==> src/rtl/lcd_text_feeder.sv <==
// rtl/lcd_text_feeder.sv - frame buffer and command sequencer feeding a 1602A LCD driver
// Optional auto-refresh timer: LCD_FEEDER_AUTOREFRESH_EN
module lcd_text_feeder #(
  parameter int COLS        = 16,
  parameter int LINES       = 2,
  parameter int REFRESH_DIV = 400000
) (
  input  logic       i_clk,
  input  logic       i_rst,
  input  logic       i_wr_en,
  input  logic [4:0] i_wr_addr,
  input  logic [7:0] i_wr_data,
  input  logic       i_refresh_req,
  input  logic       i_drv_rdy,
  output logic       o_drv_en,
  output logic [2:0] o_drv_op,
  output logic [7:0] o_drv_data,
  output logic       o_busy,
  output logic       o_frame_done,
  output logic       o_err
);

  localparam int         NCHAR     = COLS * LINES;
  localparam logic [4:0] COL_LAST  = 5'(COLS);
  localparam logic       LINE_LAST = 1'(LINES - 1);

  localparam logic [2:0] OP_INIT   = 3'd0;
  localparam logic [2:0] OP_CONFIG = 3'd1;
  localparam logic [2:0] OP_DATA   = 3'd2;
  localparam logic [2:0] OP_CLEAR  = 3'd3;

  typedef enum logic [2:0] {
    S_START,
    S_ISSUE,
    S_WAIT_ACK,
    S_WAIT_DONE,
    S_IDLE
  } state_t;

  state_t      r_state;
  state_t      w_next;

  logic [7:0]  r_buf [0:31];
  logic        r_dirty;
  logic        r_pending;
  logic        r_init;     // 1 while running the INIT/CLEAR sequence
  logic        r_line;
  logic [4:0]  r_col;      // init: step index; frame: 0 = CONFIG, 1..COLS = characters
  logic [3:0]  r_ack_cnt;

  logic        w_tick;
  logic        w_fire;
  logic        w_done;
  logic        w_timeout;
  logic        w_start;
  logic        w_last;
  logic        w_wr_ok;
  logic [4:0]  w_rd_idx;
  logic [2:0]  w_op;
  logic [7:0]  w_data;

  assign w_wr_ok  = i_wr_en && (int'(i_wr_addr) < NCHAR);
  assign w_rd_idx = {r_line, 4'b0000} + r_col - 5'd1;
  assign w_last   = r_init ? (r_col == 5'd1)
                           : ((r_line == LINE_LAST) && (r_col == COL_LAST));
  assign o_busy   = (r_state != S_IDLE);

`ifdef LCD_FEEDER_AUTOREFRESH_EN
  localparam logic [19:0] REF_MAX = 20'(REFRESH_DIV - 1);
  logic [19:0] r_ref_cnt;

  // Free-running refresh timer, wraps at REFRESH_DIV-1
  always_ff @(posedge i_clk) begin
    if (!i_rst) begin
      r_ref_cnt <= '0;
    end else if (r_ref_cnt == REF_MAX) begin
      r_ref_cnt <= '0;
    end else begin
      r_ref_cnt <= r_ref_cnt + 20'd1;
    end
  end

  assign w_tick = (r_ref_cnt == REF_MAX);
`else
  // No refresh timer in this build
  assign w_tick = 1'b0 && (REFRESH_DIV != 0);
`endif

  // Command selection for the current step; buffer is read live in ISSUE
  always_comb begin
    w_op   = OP_INIT;
    w_data = 8'h00;
    if (r_init) begin
      if (r_col != 5'd0) begin
        w_op   = OP_CLEAR;
        w_data = 8'h01;
      end
    end else if (r_col == 5'd0) begin
      w_op   = OP_CONFIG;
      w_data = r_line ? 8'hC0 : 8'h80;
    end else begin
      w_op   = OP_DATA;
      w_data = r_buf[w_rd_idx];
    end
  end

  // Next-state logic and per-cycle control strobes
  always_comb begin
    w_next    = r_state;
    w_fire    = 1'b0;
    w_done    = 1'b0;
    w_timeout = 1'b0;
    w_start   = 1'b0;
    case (r_state)
      S_START: w_next = S_ISSUE;
      S_ISSUE: begin
        if (i_drv_rdy) begin
          w_fire = 1'b1;
          w_next = S_WAIT_ACK;
        end
      end
      S_WAIT_ACK: begin
        if (!i_drv_rdy) begin
          w_next = S_WAIT_DONE;
        end else if (r_ack_cnt == 4'd15) begin
          w_timeout = 1'b1;
          w_done    = 1'b1;
        end
      end
      S_WAIT_DONE: begin
        if (i_drv_rdy) begin
          w_done = 1'b1;
        end
      end
      S_IDLE: begin
        if (r_dirty || r_pending || w_tick) begin
          w_start = 1'b1;
          w_next  = S_ISSUE;
        end
      end
      default: w_next = S_START;
    endcase
    if (w_done) begin
      w_next = w_last ? S_IDLE : S_ISSUE;
    end
  end

  // State register
  always_ff @(posedge i_clk) begin
    if (!i_rst) begin
      r_state <= S_START;
    end else begin
      r_state <= w_next;
    end
  end

  // Step counter: init steps, then line/column walk through the frame
  always_ff @(posedge i_clk) begin
    if (!i_rst) begin
      r_init <= 1'b1;
      r_line <= 1'b0;
      r_col  <= 5'd0;
    end else if (w_start) begin
      r_init <= 1'b0;
      r_line <= 1'b0;
      r_col  <= 5'd0;
    end else if (w_done && !w_last) begin
      if (!r_init && (r_col == COL_LAST)) begin
        r_line <= 1'b1;
        r_col  <= 5'd0;
      end else begin
        r_col <= r_col + 5'd1;
      end
    end
  end

  // Counts cycles the driver keeps rdy high after a strobe
  always_ff @(posedge i_clk) begin
    if (!i_rst) begin
      r_ack_cnt <= 4'd0;
    end else if (w_fire) begin
      r_ack_cnt <= 4'd0;
    end else if ((r_state == S_WAIT_ACK) && i_drv_rdy) begin
      r_ack_cnt <= r_ack_cnt + 4'd1;
    end
  end

  // Driver-facing outputs; op/data hold between strobes
  always_ff @(posedge i_clk) begin
    if (!i_rst) begin
      o_drv_en     <= 1'b0;
      o_drv_op     <= OP_INIT;
      o_drv_data   <= 8'h00;
      o_frame_done <= 1'b0;
      o_err        <= 1'b0;
    end else begin
      o_drv_en     <= w_fire;
      o_frame_done <= w_done && w_last && !r_init;
      if (w_fire) begin
        o_drv_op   <= w_op;
        o_drv_data <= w_data;
      end
      if (w_timeout) begin
        o_err <= 1'b1;
      end
    end
  end

  // Frame buffer and dirty flag; a write wins over the frame-start clear
  always_ff @(posedge i_clk) begin
    if (!i_rst) begin
      for (int i = 0; i < 32; i++) begin
        r_buf[i] <= 8'h20;
      end
      r_dirty <= 1'b0;
    end else if (w_wr_ok) begin
      r_buf[i_wr_addr] <= i_wr_data;
      r_dirty          <= 1'b1;
    end else if (w_start) begin
      r_dirty <= 1'b0;
    end
  end

  // Pending refresh; a request arriving with the frame start queues another frame
  always_ff @(posedge i_clk) begin
    if (!i_rst) begin
      r_pending <= 1'b0;
    end else if (w_start) begin
      r_pending <= i_refresh_req;
    end else if (i_refresh_req || w_tick) begin
      r_pending <= 1'b1;
    end
  end

endmodule

==> config.mk <==
export PLATFORM = sky130hd
export DESIGN_NAME = lcd_text_feeder
export DESIGN_NICKNAME = d
export VERILOG_FILES = /design/src/rtl/lcd_text_feeder.sv
export SDC_FILE = /design/constraint.sdc
export NUM_CORES = 1
export LEC_CHECK = 0
export ABC_CLOCK_PERIOD_IN_PS = 4290
export BUFFER_PORTS_ARGS = -buffer_cell sky130_fd_sc_hd__buf_2
export CELL_PAD_IN_SITES_DETAIL_PLACEMENT = 1
export CELL_PAD_IN_SITES_GLOBAL_PLACEMENT = 2
export CORE_UTILIZATION = 34
export DETAILED_ROUTE_END_ITERATION = 10
export PLACE_DENSITY = 0.65
export SETUP_SLACK_MARGIN = 0.02
export SLEW_MARGIN = 15
export SYNTH_ARGS = -nofsm -noshare
export SYNTH_HDL_FRONTEND = slang
export SYNTH_SLANG_ARGS = --single-unit
==> constraint.sdc <==
create_clock -name i_clk -period 4.29 [get_ports i_clk]
set_input_delay 0.2145 -clock i_clk [delete_from_list [all_inputs] [get_ports i_clk]]
set_output_delay 0.2145 -clock i_clk [all_outputs]
set_load 0.05 [all_outputs]
==> summary.md <==
| Metric | Value |
|---|---|
| Fmax | `between 0.3 and 0.4 GHz` |
| Gate count of the mapped netlist | `between 900 and 1000` |
| Seq/Total Area, Yosys | `62.35%` |
| CP max stage cell | `ha_2` |
| Worst EP arrival | `between 3000 and 4000 ps` |
| Yosys Warn Count | `0` |
| Top cells by area, synth | `edfxtp_1, mux4_2, and2_1` |
| Ant. Diodes | `0` |
| Setup Skew | `32.98 ps` |
| Post-detail-place hpwl | `around 23000 um` |
| Critical Path RT | `4730 ps` |
| Synthesized area | `about 13000 um^2` |
| Clock Tree Buf Depth | `3` |
| Max incr delay on CP | `just under 700 ps` |
| Slew @ Worst Pin | `approximately 1100 ps` |
| Layout cells sized above 1 | `between 10% and 20%` |
| Synth area leader | `edfxtp_1` |
| Largest net degree at the start of global routing | `a little under 50` |
| Global-route wire length before repair | `53790 um` |
| Most frequent cell after synthesis | `edfxtp_1` |
| Initial antenna violation count | `0` |
| Tot GR Track Use | `between 10% and 20%` |
| Clock-pin slew on the worst setup and hold paths | `60 ps` |
| Tot Pwr | `between 6 and 7 mW` |
| Worst vdd ir | `~260 uV` |
| # DRC | `0` |
| Setup TNS | `0 ps` |
| Clk network pwr share | `between 40% and 50%` |
| Clock Sinks | `~290` |
| Core ar. | `roughly 38000 um^2` |
| Synthesized area per cell | `between 10 and 15 um^2` |
| Comb power frac | `about 6%` |
| CP Launch Type | `register` |
| Most used DFF post-synth | `edfxtp_1` |
| Die ar. | `about 40000 um^2` |
| Die height | `~200 um` |
| Via density | `a little over 5` |
| Top-area cell type share of the netlist area | `57.97%` |
| Slew HR | `~29%` |
| ANT nets after route | `0` |
| CP Class | `reg -> reg` |
| CP cell instances | `buf_4, inv_1, ha_2, buf_12, mux4_2, mux2_2, o211ai_1, nand3_1, a22o_1` |
| Clk_lat worst skew | `~540 ps` |
| Maxcap violations | `0` |
| Crit end category | `register` |
| Row Count | `71` |
| Most instantiated cells after synthesis | `edfxtp_1, and2_1, mux4_2, clkbuf_1, nor2_1` |
| Number of I/O port buffers | `31` |
| Final Hold Vio Count | `0` |
| Fill count | `approximately 4000` |
| Worst Hold Class | `in -> reg` |
| Top Ports | `33` |
| Slew Viols, Final | `0` |
| TritonCTS clock tree | `built` |
| Top delay family on crit path | `buffers and inverters` |
| Synth cell types | `44` |
| Total number of vias | `7551` |
| RSZ-0062 raised after global routing | `false` |
| RePlAce Congestion | `0.7455` |
| H-tree depth | `2` |
| Setup violators final | `0` |
| Vias in the first global route | `around 8000` |
| Iteration-0 DRC Markers | `between 500 and 600` |
| Initial cell density of the core | `between 30% and 40%` |
| Post-Route WL | `about 36000 um` |
| Flops & latches, synth | `285` |
| Number of synthesized flops with an enable pin | `between 200 and 300` |
| Flop-to-flop setup slack | `1090 ps` |
| Status | `complete, no violations` |
| Final period util | `roughly three quarters` |
| Fin crit period | `3204 ps` |
| Net Count, Synth | `946` |
| Area delta synth->final | `12.85%` |
| Leak | `4.999 nW` |
| First-pass iteration count of the detailed router | `5` |
| Sw Share | `22.61%` |
| Buf/Inv on CP | `3` |
| Fin nets | `between 900 and 1000` |
| CTS buffer count | `34` |
| NetSw | `1.419 mW` |
| Power Density | `roughly 420 nW/um^2` |
| Die W | `roughly 200 um` |
| Post-synth ARST share | `0%` |
| Setup Buffers After CTS | `0` |
| Seq pwr share | `slightly above 50%` |
| Root Driver | `clkbuf_16` |
| WL per Instance | `between 20 and 25 um` |
| Worst Path Max Fanout | `33` |
| Total global routing overflow | `0` |
| Internal | `approximately 5 mW` |
## cell usage in the layout (no fill, tap or decap), types with 7 or more instances in the layout
master and instances:
nor2_1 47, or3_1 35, ha_1 10, nand4_1 13
and2_1 224, a21oi_1 9, clkbuf_1 12, mux2i_1 11
o21ai_1 38, inv_1 9, buf_4 15, buf_2 31
nand3_1 11, mux4_2 75, nor2b_1 7, edfxtp_1 256
nand3b_1 7, nand2_1 20, dfxtp_1 28, clkbuf_16 35
## layer usage
layer  part of all wire, %  track usage (%)  wire length (um)
met2                    46            29.44             16440
met1                    49            27.68             17500
met5                     0                0                 0
met3                   3.5            2.515              1250
met4                   1.7            4.835               602
## final cells by class
cell class | instances | area (um^2) | share of cell area, %
Multi-Input combinational cell | 552 | 4659 | 31.13
Clock inverter | 12 | 102.6 | 0.6856
Sequential cell | 285 | 8272 | 55.27
Inverter | 9 | 33.78 | 0.2257
Timing Repair Buffer | 50 | 337.8 | 2.257
Tap cell | 511 | 639.4 | 4.272
Clock buffer | 47 | 920.9 | 6.153
## power groups by stage
| stage | clock network, mW | registers, mW | logic, mW |
|---|---|---|---|
| 6_report | 2.69 | 3.21 | 0.373 |
| 5_1_grt | 2.85 | 3.22 | 0.399 |
| 4_1_cts | 2.76 | 3.21 | 0.381 |
| 3_5_place_dp | 0 | 3.27 | 0.379 |
| 3_3_place_gp | 0 | 3.27 | 0.375 |
| 2_1_floorplan | 0 | 3.24 | 0.237 |
## worst paths after layout
check / from / to / cells past startpoint
min: i_wr_en / r_dirty / 3
max: r_col[0] / o_drv_data[7] / 9
max reg2reg: r_col[0] / o_drv_data[7] / 9
min reg2reg: o_drv_data[5] / o_drv_data[5] / 2
## worst min-delay path, stage by stage
cell,delay [ps]
buf_2,180
a21oi_1,60
nor2b_1,100
## cell families (layout without fill, tap and decap cells)
| group | after synthesis | count (layout) | synth area share [%] |
|---|---|---|---|
| and+or+nand+nor | 374 | 374 | 16.45 |
| DFF | 285 | 285 | 62.35 |
| muxes | 87 | 87 | 13.65 |
| buffers and inverters | 79 | 118 | 2.698 |
| AOI/OAI and AO/OA | 66 | 66 | 2.840 |
| adders and majority gates | 12 | 12 | 1.189 |
| xor gates and xnor gates | 12 | 12 | 0.7925 |
| other | 1 | 1 | 0.02828 |
## metrics by stage
stage | hold slack, ps | setup slack, ps | instance area [um^2] | std cells | utilization, %
after floorplan | 353.0 | 1476 | 13260 | 916 | -
final | 58.79 | 1086 | 14970 | 1466 | 39.36
after global routing | 77.16 | 844.9 | 14970 | 1466 | 39.36
after CTS | 27.46 | 1011 | 14970 | 1466 | 39.36
after detailed placement | 446.9 | 1014 | 13930 | 1406 | 36.64
after global placement | 440.0 | 975.2 | 13930 | 1406 | 36.64
## sequential cells by signal, indices dropped and copies added, names as in the netlist
register / flops
r_ack_cnt: 4
o_err: 1
r_buf: 256
o_drv_data: 8
r_state: 3
r_init: 1
o_drv_op: 2
o_frame_done: 1
r_dirty: 1
o_drv_en: 1
r_line: 1
r_col: 5
r_pending: 1
## timing repair
action / CTS / global route
hold buffers: 1 / 0
gates resized for setup: 0 / 0
hold endpoints to repair: 1 / 0
Power figures use the tool's default switching activity.
